===== src/rtl/turn_ctrl_pkg.sv =====
// Shared types, piece codes and packet helpers for the turn controller.
// The initial chess position is built here so reset and new_game agree.
package turn_ctrl_pkg;

  typedef enum logic [1:0] {
    TITLE_SCREEN,
    CHESS_SCREEN,
    OVER_SCREEN
  } screen_state_t;

  typedef enum logic [1:0] {
    WAIT_LOCAL,
    WAIT_REMOTE,
    TX
  } turn_state_t;

  typedef logic [3:0]             piece_t;
  typedef logic [11:0]            packet_t;
  typedef logic [7:0][7:0][3:0]   board_t;

  localparam piece_t PIECE_EMPTY = 4'd15;
  localparam piece_t W_PAWN      = 4'd5;
  localparam piece_t W_QUEEN     = 4'd3;
  localparam piece_t B_PAWN      = 4'd11;
  localparam piece_t B_QUEEN     = 4'd9;

  function automatic logic [2:0] src_x(input packet_t p);
    return p[11:9];
  endfunction

  function automatic logic [2:0] src_y(input packet_t p);
    return p[8:6];
  endfunction

  function automatic logic [2:0] dst_x(input packet_t p);
    return p[5:3];
  endfunction

  function automatic logic [2:0] dst_y(input packet_t p);
    return p[2:0];
  endfunction

  // White owns 0-5, black owns 6-11; 12-15 belong to nobody.
  function automatic logic is_colour(
    input piece_t p,
    input logic   c
  );
    if (c) return p <= 4'd5;
    return (p >= 4'd6) && (p <= 4'd11);
  endfunction

  function automatic piece_t promote(
    input piece_t     p,
    input logic [2:0] dx
  );
    if (p == W_PAWN && dx == 3'd0) return W_QUEEN;
    if (p == B_PAWN && dx == 3'd7) return B_QUEEN;
    return p;
  endfunction

  function automatic piece_t back_rank(input logic [2:0] y);
    piece_t p;
    case (y)
      3'd0, 3'd7: p = 4'd0;
      3'd1, 3'd6: p = 4'd1;
      3'd2, 3'd5: p = 4'd2;
      3'd3:       p = 4'd3;
      default:    p = 4'd4;
    endcase
    return p;
  endfunction

  function automatic board_t init_board();
    board_t b;
    for (int y = 0; y < 8; y++) begin
      for (int x = 0; x < 8; x++) b[x][y] = PIECE_EMPTY;
      b[0][y] = back_rank(3'(y)) + 4'd6;
      b[1][y] = B_PAWN;
      b[6][y] = W_PAWN;
      b[7][y] = back_rank(3'(y));
    end
    return b;
  endfunction

  localparam board_t INIT_BOARD = init_board();

endpackage


===== src/rtl/turn_ctrl_apply.sv =====
// Combinational move check and board rewrite, shared by the
// local and remote move paths.
module move_apply
  import turn_ctrl_pkg::*;
(
  input  board_t  board,
  input  packet_t packet,
  input  logic    colour,
  output logic    valid,
  output board_t  next_board
);

  logic [2:0] sx, sy, dx, dy;
  piece_t     src_p, dst_p;

  assign sx    = src_x(packet);
  assign sy    = src_y(packet);
  assign dx    = dst_x(packet);
  assign dy    = dst_y(packet);
  assign src_p = board[sx][sy];
  assign dst_p = board[dx][dy];

  assign valid = is_colour(src_p, colour)
              && (packet[11:6] != packet[5:0])
              && ((dst_p == PIECE_EMPTY)
               || is_colour(dst_p, !colour));

  always_comb begin
    next_board         = board;
    next_board[dx][dy] = promote(src_p, dx);
    next_board[sx][sy] = PIECE_EMPTY;
  end

endmodule


===== src/rtl/turn_ctrl.sv =====
// Owns the board and turn token, applies local/remote moves and
// forwards local moves to the serial link.
module turn_ctrl
  import turn_ctrl_pkg::*;
#(
  parameter int TX_TIMEOUT = 50_000_000,
  parameter int CNT_W      = 8
) (
  input  logic             CLOCK_50,
  input  logic             reset_n,
  input  screen_state_t    sys_state,
  input  logic             player,
  input  logic             new_game,
  input  logic             local_moved,
  input  packet_t          local_packet,
  input  logic             rx_valid,
  input  packet_t          rx_packet,
  output logic             tx_valid,
  output packet_t          tx_packet,
  input  logic             tx_ready,
  output board_t           stable_board,
  output logic             curr_player,
  output logic             move_err,
  output logic             link_err,
  output logic [CNT_W-1:0] move_count
);

  localparam int TO_W = $clog2(TX_TIMEOUT + 1);
  typedef logic [TO_W-1:0] to_cnt_t;
  localparam to_cnt_t TO_MAX = to_cnt_t'(TX_TIMEOUT);

  turn_state_t      state;
  to_cnt_t          to_cnt, to_cnt_n;
  board_t           board_n, mv_board;
  packet_t          mv_packet, tx_packet_n;
  logic             mv_valid;
  logic             player_n, tx_valid_n;
  logic             move_err_n, link_err_n;
  logic [CNT_W-1:0] count_n, count_inc;

  // TX is exactly "a packet is held"; otherwise the token decides.
  assign state = tx_valid ? TX
               : (curr_player == player) ? WAIT_LOCAL
               : WAIT_REMOTE;

  assign mv_packet = (state == WAIT_LOCAL) ? local_packet : rx_packet;
  assign count_inc = (move_count == '1) ? move_count
                   : move_count + CNT_W'(1);

  move_apply u_apply (
    .board      (stable_board),
    .packet     (mv_packet),
    .colour     (curr_player),
    .valid      (mv_valid),
    .next_board (mv_board)
  );

  always_comb begin
    board_n     = stable_board;
    player_n    = curr_player;
    tx_valid_n  = tx_valid;
    tx_packet_n = tx_packet;
    move_err_n  = 1'b0;
    link_err_n  = link_err;
    count_n     = move_count;
    to_cnt_n    = to_cnt;
    if (sys_state == CHESS_SCREEN) begin
      if (new_game) begin
        board_n     = INIT_BOARD;
        player_n    = 1'b1;
        tx_valid_n  = 1'b0;
        tx_packet_n = '0;
        link_err_n  = 1'b0;
        count_n     = '0;
        to_cnt_n    = '0;
      end else begin
        unique case (state)
          WAIT_LOCAL: begin
            if (local_moved) begin
              if (mv_valid) begin
                board_n     = mv_board;
                tx_packet_n = local_packet;
                tx_valid_n  = 1'b1;
                count_n     = count_inc;
                to_cnt_n    = '0;
              end else begin
                move_err_n = 1'b1;
              end
            end else if (rx_valid) begin
              move_err_n = 1'b1;
            end
          end
          WAIT_REMOTE: begin
            if (rx_valid) begin
              if (mv_valid) begin
                board_n  = mv_board;
                count_n  = count_inc;
                player_n = ~curr_player;
              end else begin
                move_err_n = 1'b1;
              end
            end
          end
          TX: begin
            if (tx_ready) begin
              tx_valid_n = 1'b0;
              player_n   = ~curr_player;
              to_cnt_n   = '0;
            end else if (to_cnt != TO_MAX) begin
              to_cnt_n = to_cnt + to_cnt_t'(1);
              if (to_cnt == TO_MAX - to_cnt_t'(1))
                link_err_n = 1'b1;
            end
          end
          default: ;
        endcase
      end
    end
  end

  always_ff @(posedge CLOCK_50 or negedge reset_n) begin
    if (!reset_n) begin
      stable_board <= INIT_BOARD;
      curr_player  <= 1'b1;
      tx_valid     <= 1'b0;
      tx_packet    <= '0;
      move_err     <= 1'b0;
      link_err     <= 1'b0;
      move_count   <= '0;
      to_cnt       <= '0;
    end else begin
      stable_board <= board_n;
      curr_player  <= player_n;
      tx_valid     <= tx_valid_n;
      tx_packet    <= tx_packet_n;
      move_err     <= move_err_n;
      link_err     <= link_err_n;
      move_count   <= count_n;
      to_cnt       <= to_cnt_n;
    end
  end

endmodule

===== config.mk =====
export PLATFORM = sky130hd
export DESIGN_NAME = turn_ctrl
export DESIGN_NICKNAME = d
export VERILOG_FILES = /design/src/rtl/turn_ctrl_pkg.sv /design/src/rtl/turn_ctrl_apply.sv /design/src/rtl/turn_ctrl.sv
export SDC_FILE = /design/constraint.sdc
export NUM_CORES = 1
export LEC_CHECK = 0
export ABC_AREA = 1
export BUFFER_PORTS_ARGS = -buffer_cell sky130_fd_sc_hd__buf_4
export CAP_MARGIN = 15
export CORE_AREA = 2 2 222 443
export DETAILED_ROUTE_END_ITERATION = 10
export DIE_AREA = 0 0 224 445
export PLACE_DENSITY = 0.38
export SYNTH_ARGS = -nofsm -noshare
export SYNTH_HDL_FRONTEND = slang
export SYNTH_SLANG_ARGS = --single-unit

===== constraint.sdc =====
create_clock -name CLOCK_50 -period 6.45 [get_ports CLOCK_50]
set_input_delay 0.645 -clock CLOCK_50 [delete_from_list [all_inputs] [get_ports CLOCK_50]]
set_output_delay 0.645 -clock CLOCK_50 [all_outputs]
set_load 0.05 [all_outputs]

==> impl_metrics.env, run 1 <==
export IMPL_final_cell_area_um2=28900
export IMPL_rows=161
export IMPL_tightest_slew_ns=1.28
export IMPL_synth_top_cell_area_share_pct=28.7
export IMPL_yosys_register_bits=306
export IMPL_holdBufCountCts=1
export IMPL_cpMostUsedCell="nand2_1"
export IMPL_gr_total_overflow=0
export IMPL_clockBufferDepth=3
export IMPL_cts_setup_buffers=0
export IMPL_synthCells=3968
export IMPL_synth_edff_count=0
export IMPL_yosysTopAreaCell="nand2_1"
export IMPL_grt_pass1_wl_mm=213
export IMPL_wl_mm=155
export IMPL_worstSkewPairLatency_ns=0.63
export IMPL_post_drt_wl_per_cell_um=28.6
export IMPL_syn_avg_cell_area_um2=6.02
export IMPL_drc_errors=0
export IMPL_io_buffers=312
export IMPL_ioPinCount=313
export IMPL_multiInputGateArea_um2=13700
export IMPL_gp_congestion=0.978
export IMPL_htreeDepth=2
export IMPL_synthArstFlopShare_pct=100
export IMPL_numCtsBuffers=37
export IMPL_syn_nets=4004
export IMPL_place_area_um2=27600
export IMPL_cp_end_kind="register"
export IMPL_synth_area_um2=23900
export IMPL_tritoncts="done"
export IMPL_p_seq_share_pct=25.0
export IMPL_synthToLayoutAreaGrowth_pct=21.1
export IMPL_holdPathEnd="tx_packet[2]"
export IMPL_ys_seq_area_share_pct=33.1
export IMPL_run_status="finished, final reports clean"
export IMPL_timing_final_crit_period_ns=5.52
export IMPL_r2r_end="move_count[7]"
export IMPL_clockPowerShare_pct=12.1
export IMPL_fmax_mhz=181
export IMPL_grt_max_degree=131
export IMPL_setup_violations_final=0
export IMPL_power_switching_mw=12.4
export IMPL_rr_startpoint="tx_valid"
export IMPL_finalHoldViolCount=0
export IMPL_root_buffer="clkbuf_16"
export IMPL_irDropWorstVdd_mv=0.394
export IMPL_power_frac_comb_pct=62.9
export IMPL_drive_above_1_share_pct=16.8
export IMPL_crit_slowest_cell="buf_4"
export IMPL_min_period_over_period_pct=85.6
export IMPL_via_per_inst=5.06
export IMPL_grt_pass1_vias=26400
export IMPL_min_from="local_packet[2]"
export IMPL_worstSetupPathType="register to register"
export IMPL_critPathArrivalTime_ns=6.03
export IMPL_drtPass1Iterations=6
export IMPL_drtIter0Drc=2292
export IMPL_cts_resized=0
export IMPL_final_util_pct=30.1
export IMPL_relSlewSlack_pct=14.5
export IMPL_leakagePower_nw=14.2
export IMPL_r2r_setup_slack_ns=0.93
export IMPL_synthDistinctLibCells=43
export IMPL_cts_sinks=306
export IMPL_antenna_found_initial=0
export IMPL_p_int_mw=7.64
export IMPL_stdcell_count=5434
export IMPL_clkTransAtPathRegs_ns=0.06
export IMPL_synth_commonest_cells="nand2_1, inv_1, nor2_1, o21ai_0, dfstp_2"
export IMPL_whs_ns=0.299
export IMPL_track_usage_pct=30.6
export IMPL_cp_required_ns=6.95
export IMPL_switching_share_pct=61.9
export IMPL_drv_cap=0
export IMPL_die_area_um2=99700
export IMPL_netlist_top_cells_area="nand2_1, dfstp_2, dfrtp_1"
export IMPL_ys_warn_count=0
export IMPL_slowest_delay_ns=0.59
export IMPL_core_um2=96100
export IMPL_dp_cells=5365
export IMPL_synth_main_ff_cell="dfstp_2"
export IMPL_die_x_um=224
export IMPL_place_hpwl_mm=119
export IMPL_fillCellCount=10800
export IMPL_report_final_slew_viol_count=0
export IMPL_clock_skew_ns=0.0245
export IMPL_rsz0062_at_grt="false"
export IMPL_start_util_pct=24.8
export IMPL_cp_max_fo=65
export IMPL_dr_total_vias=27500
export IMPL_hold_class="input pin to register"
export IMPL_worstHoldPathCells=3
export IMPL_die_y_um=445
export IMPL_powerDensity_nw_per_um2=692
export IMPL_yosysMostFrequentCell="nand2_1"
export IMPL_drt_antenna_violating_nets=0
export IMPL_rr_worst_depth=25
export IMPL_worstSetupStartpointType="register"
export IMPL_seqCellArea_um2=7900
export IMPL_finalNetCount=4219
export IMPL_setup_tns_ns=0
-- final cells by class --
class                           count  area share (%)
Timing Repair Buffer              396            10.9
Clock buffer                       50            3.65
Sequential cell                   306            27.3
Inverter                          344            4.46
Tap cell                         1222            5.29
Antenna cell                        1         0.00865
Multi-Input combinational cell   3098            47.4
Clock inverter                     17           0.969
-- sequential cells by signal, indices dropped and copies added (netlist names) --
name,count
tx_packet,12
move_count,8
tx_valid,1
link_err,1
move_err,1
to_cnt,26
stable_board,256
curr_player,1
-- metal layers --
metal | vias up | track usage (%) | part of all wire (%)
li1 | 13100 | - | -
met1 | 13100 | 32.0 | 35
met2 | 1050 | 53.9 | 49
met5 | - | 0 | 0
met4 | 0 | 25.2 | 10
met3 | 293 | 4.75 | 5.2
-- stage by stage --
step,worst slack [ns],power [mW]
after floorplan,3.10,11.6
after global placement,1.20,17.5
after detailed placement,1.10,17.5
after CTS,1.08,20.0
after global routing,0.582,20.9
final,0.926,20.0
-- cells in the final DEF (no fill, tap or decap), types with 4 or more instances in the layout --
cell type,netlist,layout
o21ai_0,269,269
clkbuf_1,92,6
a2111oi_0,17,17
nor3_1,27,27
clkbuf_16,0,38
nand3b_1,9,9
nor2_1,282,281
dfstp_2,192,192
clkbuf_8,0,6
nor3_4,2,6
xnor2_1,5,5
o21ai_4,2,5
o21ai_1,111,111
a21oi_1,118,118
dfrtp_1,114,114
inv_2,11,11
nand3_1,183,183
o211ai_1,52,52
o21ai_2,7,4
nand2_2,9,12
buf_12,0,14
xor2_1,21,21
buf_4,6,380
bufinv_16,0,6
nor4_1,29,29
nor3_2,13,9
nand2_1,1826,1820
inv_1,333,333
nand4_1,70,70
a211oi_1,20,20
o2111ai_1,6,6
-- worst max path at each step --
stage | startpoint | slack (ns) | end
global route | tx_valid | 0.58 | stable_board[99]
detailed placement | tx_valid | 1.10 | move_count[3]
finish | tx_valid | 0.93 | move_count[7]
CTS | tx_valid | 1.08 | move_count[7]
floorplan | curr_player | 3.10 | stable_board[10]
global placement | tx_valid | 1.20 | move_count[4]
-- cells by family (layout without fill, tap and decap cells) --
| logic type | count (synthesis) | count (layout) | synth area share, % |
|---|---|---|---|
| compound gates | 608 | 608 | 14.1 |
| xor+xnor | 26 | 26 | 0.954 |
| fa+ha+maj | 3 | 3 | 0.157 |
| buf+inv | 564 | 807 | 9.93 |
| flops | 306 | 306 | 33.1 |
| other cells | 0 | 1 | 0 |
| simple gates | 2461 | 2461 | 41.7 |
-- power groups by stage --
stage	Combinational, mW	Sequential, mW	Clock (mW)
final	12.6	5.00	2.42
after global routing	13.3	5.01	2.53
after CTS	12.5	4.99	2.48
after detailed placement	12.5	5.01	0
after global placement	12.5	5.02	0
after floorplan	5.25	6.34	0
-- worst max-delay path: cells and delay by family, from the launching register on --
family                 cells  cell delay [ns]
AO/OA/AOI/OAI              1             0.10
buffers and inverters      5             1.71
AND/OR/NAND/NOR           19             2.93
flip-flops                 1             0.49
Note: power is estimated with default switching activity, not from simulation.
==> inputs of run 2 (changes only) <==
- ABC_AREA: 1 -> 0
- CORE_AREA: 2 2 222 443 -> 2 2 151 301
- DIE_AREA: 0 0 224 445 -> 0 0 153 303
- PLACE_DENSITY: 0.38 -> 0.69
==> impl_metrics.env, run 2 <==
export IMPL_synthCells=2576
export IMPL_yosysMostFrequentCell="a21oi_1"
export IMPL_syn_nets=2612
export IMPL_root_buffer="clkbuf_16"
export IMPL_yosys_register_bits=306
export IMPL_synthDistinctLibCells=94
export IMPL_clockBufferDepth=3
export IMPL_synth_area_um2=22200
export IMPL_place_hpwl_mm=118
export IMPL_grt_max_degree=145
export IMPL_cts_sinks=306
export IMPL_syn_avg_cell_area_um2=8.63
export IMPL_synth_commonest_cells="a21oi_1, dfstp_2, a2bb2oi_1, nand2_1, nor2_1"
export IMPL_yosysTopAreaCell="dfstp_2"
export IMPL_gr_total_overflow=325
export IMPL_start_util_pct=50.5
export IMPL_cts_resized=0
export IMPL_ys_seq_area_share_pct=35.5
export IMPL_track_usage_pct=76.3
export IMPL_cts_setup_buffers=0
export IMPL_holdBufCountCts=0
export IMPL_ys_warn_count=0
export IMPL_htreeDepth=1
export IMPL_gp_congestion=1.37
export IMPL_ioPinCount=313
export IMPL_place_area_um2=26000
export IMPL_grt_pass1_vias=31600
export IMPL_synth_top_cell_area_share_pct=22.7
export IMPL_die_y_um=303
export IMPL_io_buffers=312
export IMPL_synth_edff_count=0
export IMPL_rows=109
export IMPL_synthArstFlopShare_pct=100
export IMPL_synth_main_ff_cell="dfstp_2"
export IMPL_run_status="did not finish"
export IMPL_die_x_um=153
export IMPL_numCtsBuffers=27
export IMPL_grt_pass1_wl_mm=261
export IMPL_netlist_top_cells_area="dfstp_2, dfrtp_1, a2bb2oi_1"
export IMPL_failed_stage="global routing"
export IMPL_error_line="[ERROR GRT-0116] Global routing finished with congestion. Check the congestion regions in the DRC Viewer."
export IMPL_dp_cells=3390
## run 2: stage by stage
stage                     hold slack (ns)  util (%)  setup slack (ns)
after CTS                           0.330      61.1             0.523
after detailed placement            0.513      58.9             0.387
after global placement              0.498      58.9             0.353
after floorplan                     0.349         -              1.74
## run 2: metal layers
| metal | global-route usage, % | GRT overflow |
|---|---|---|
| met3 | 58.1 | 3 |
| met5 | 19.3 | 0 |
| met2 | 94.7 | 168 |
| met4 | 77.6 | 153 |
| met1 | 76.8 | 1 |
## run 2: kinds of logic after synthesis
family                   after synthesis  share of synthesized area (%)
adder cells (fa/ha/maj)                3                          0.169
AO/OA/AOI/OAI                       1086                           35.6
buffers and inverters                340                           6.46
flip-flops                           306                           35.5
XOR/XNOR                               9                          0.422
multiplexers                         113                           5.36
AND/OR/NAND/NOR                      719                           16.4
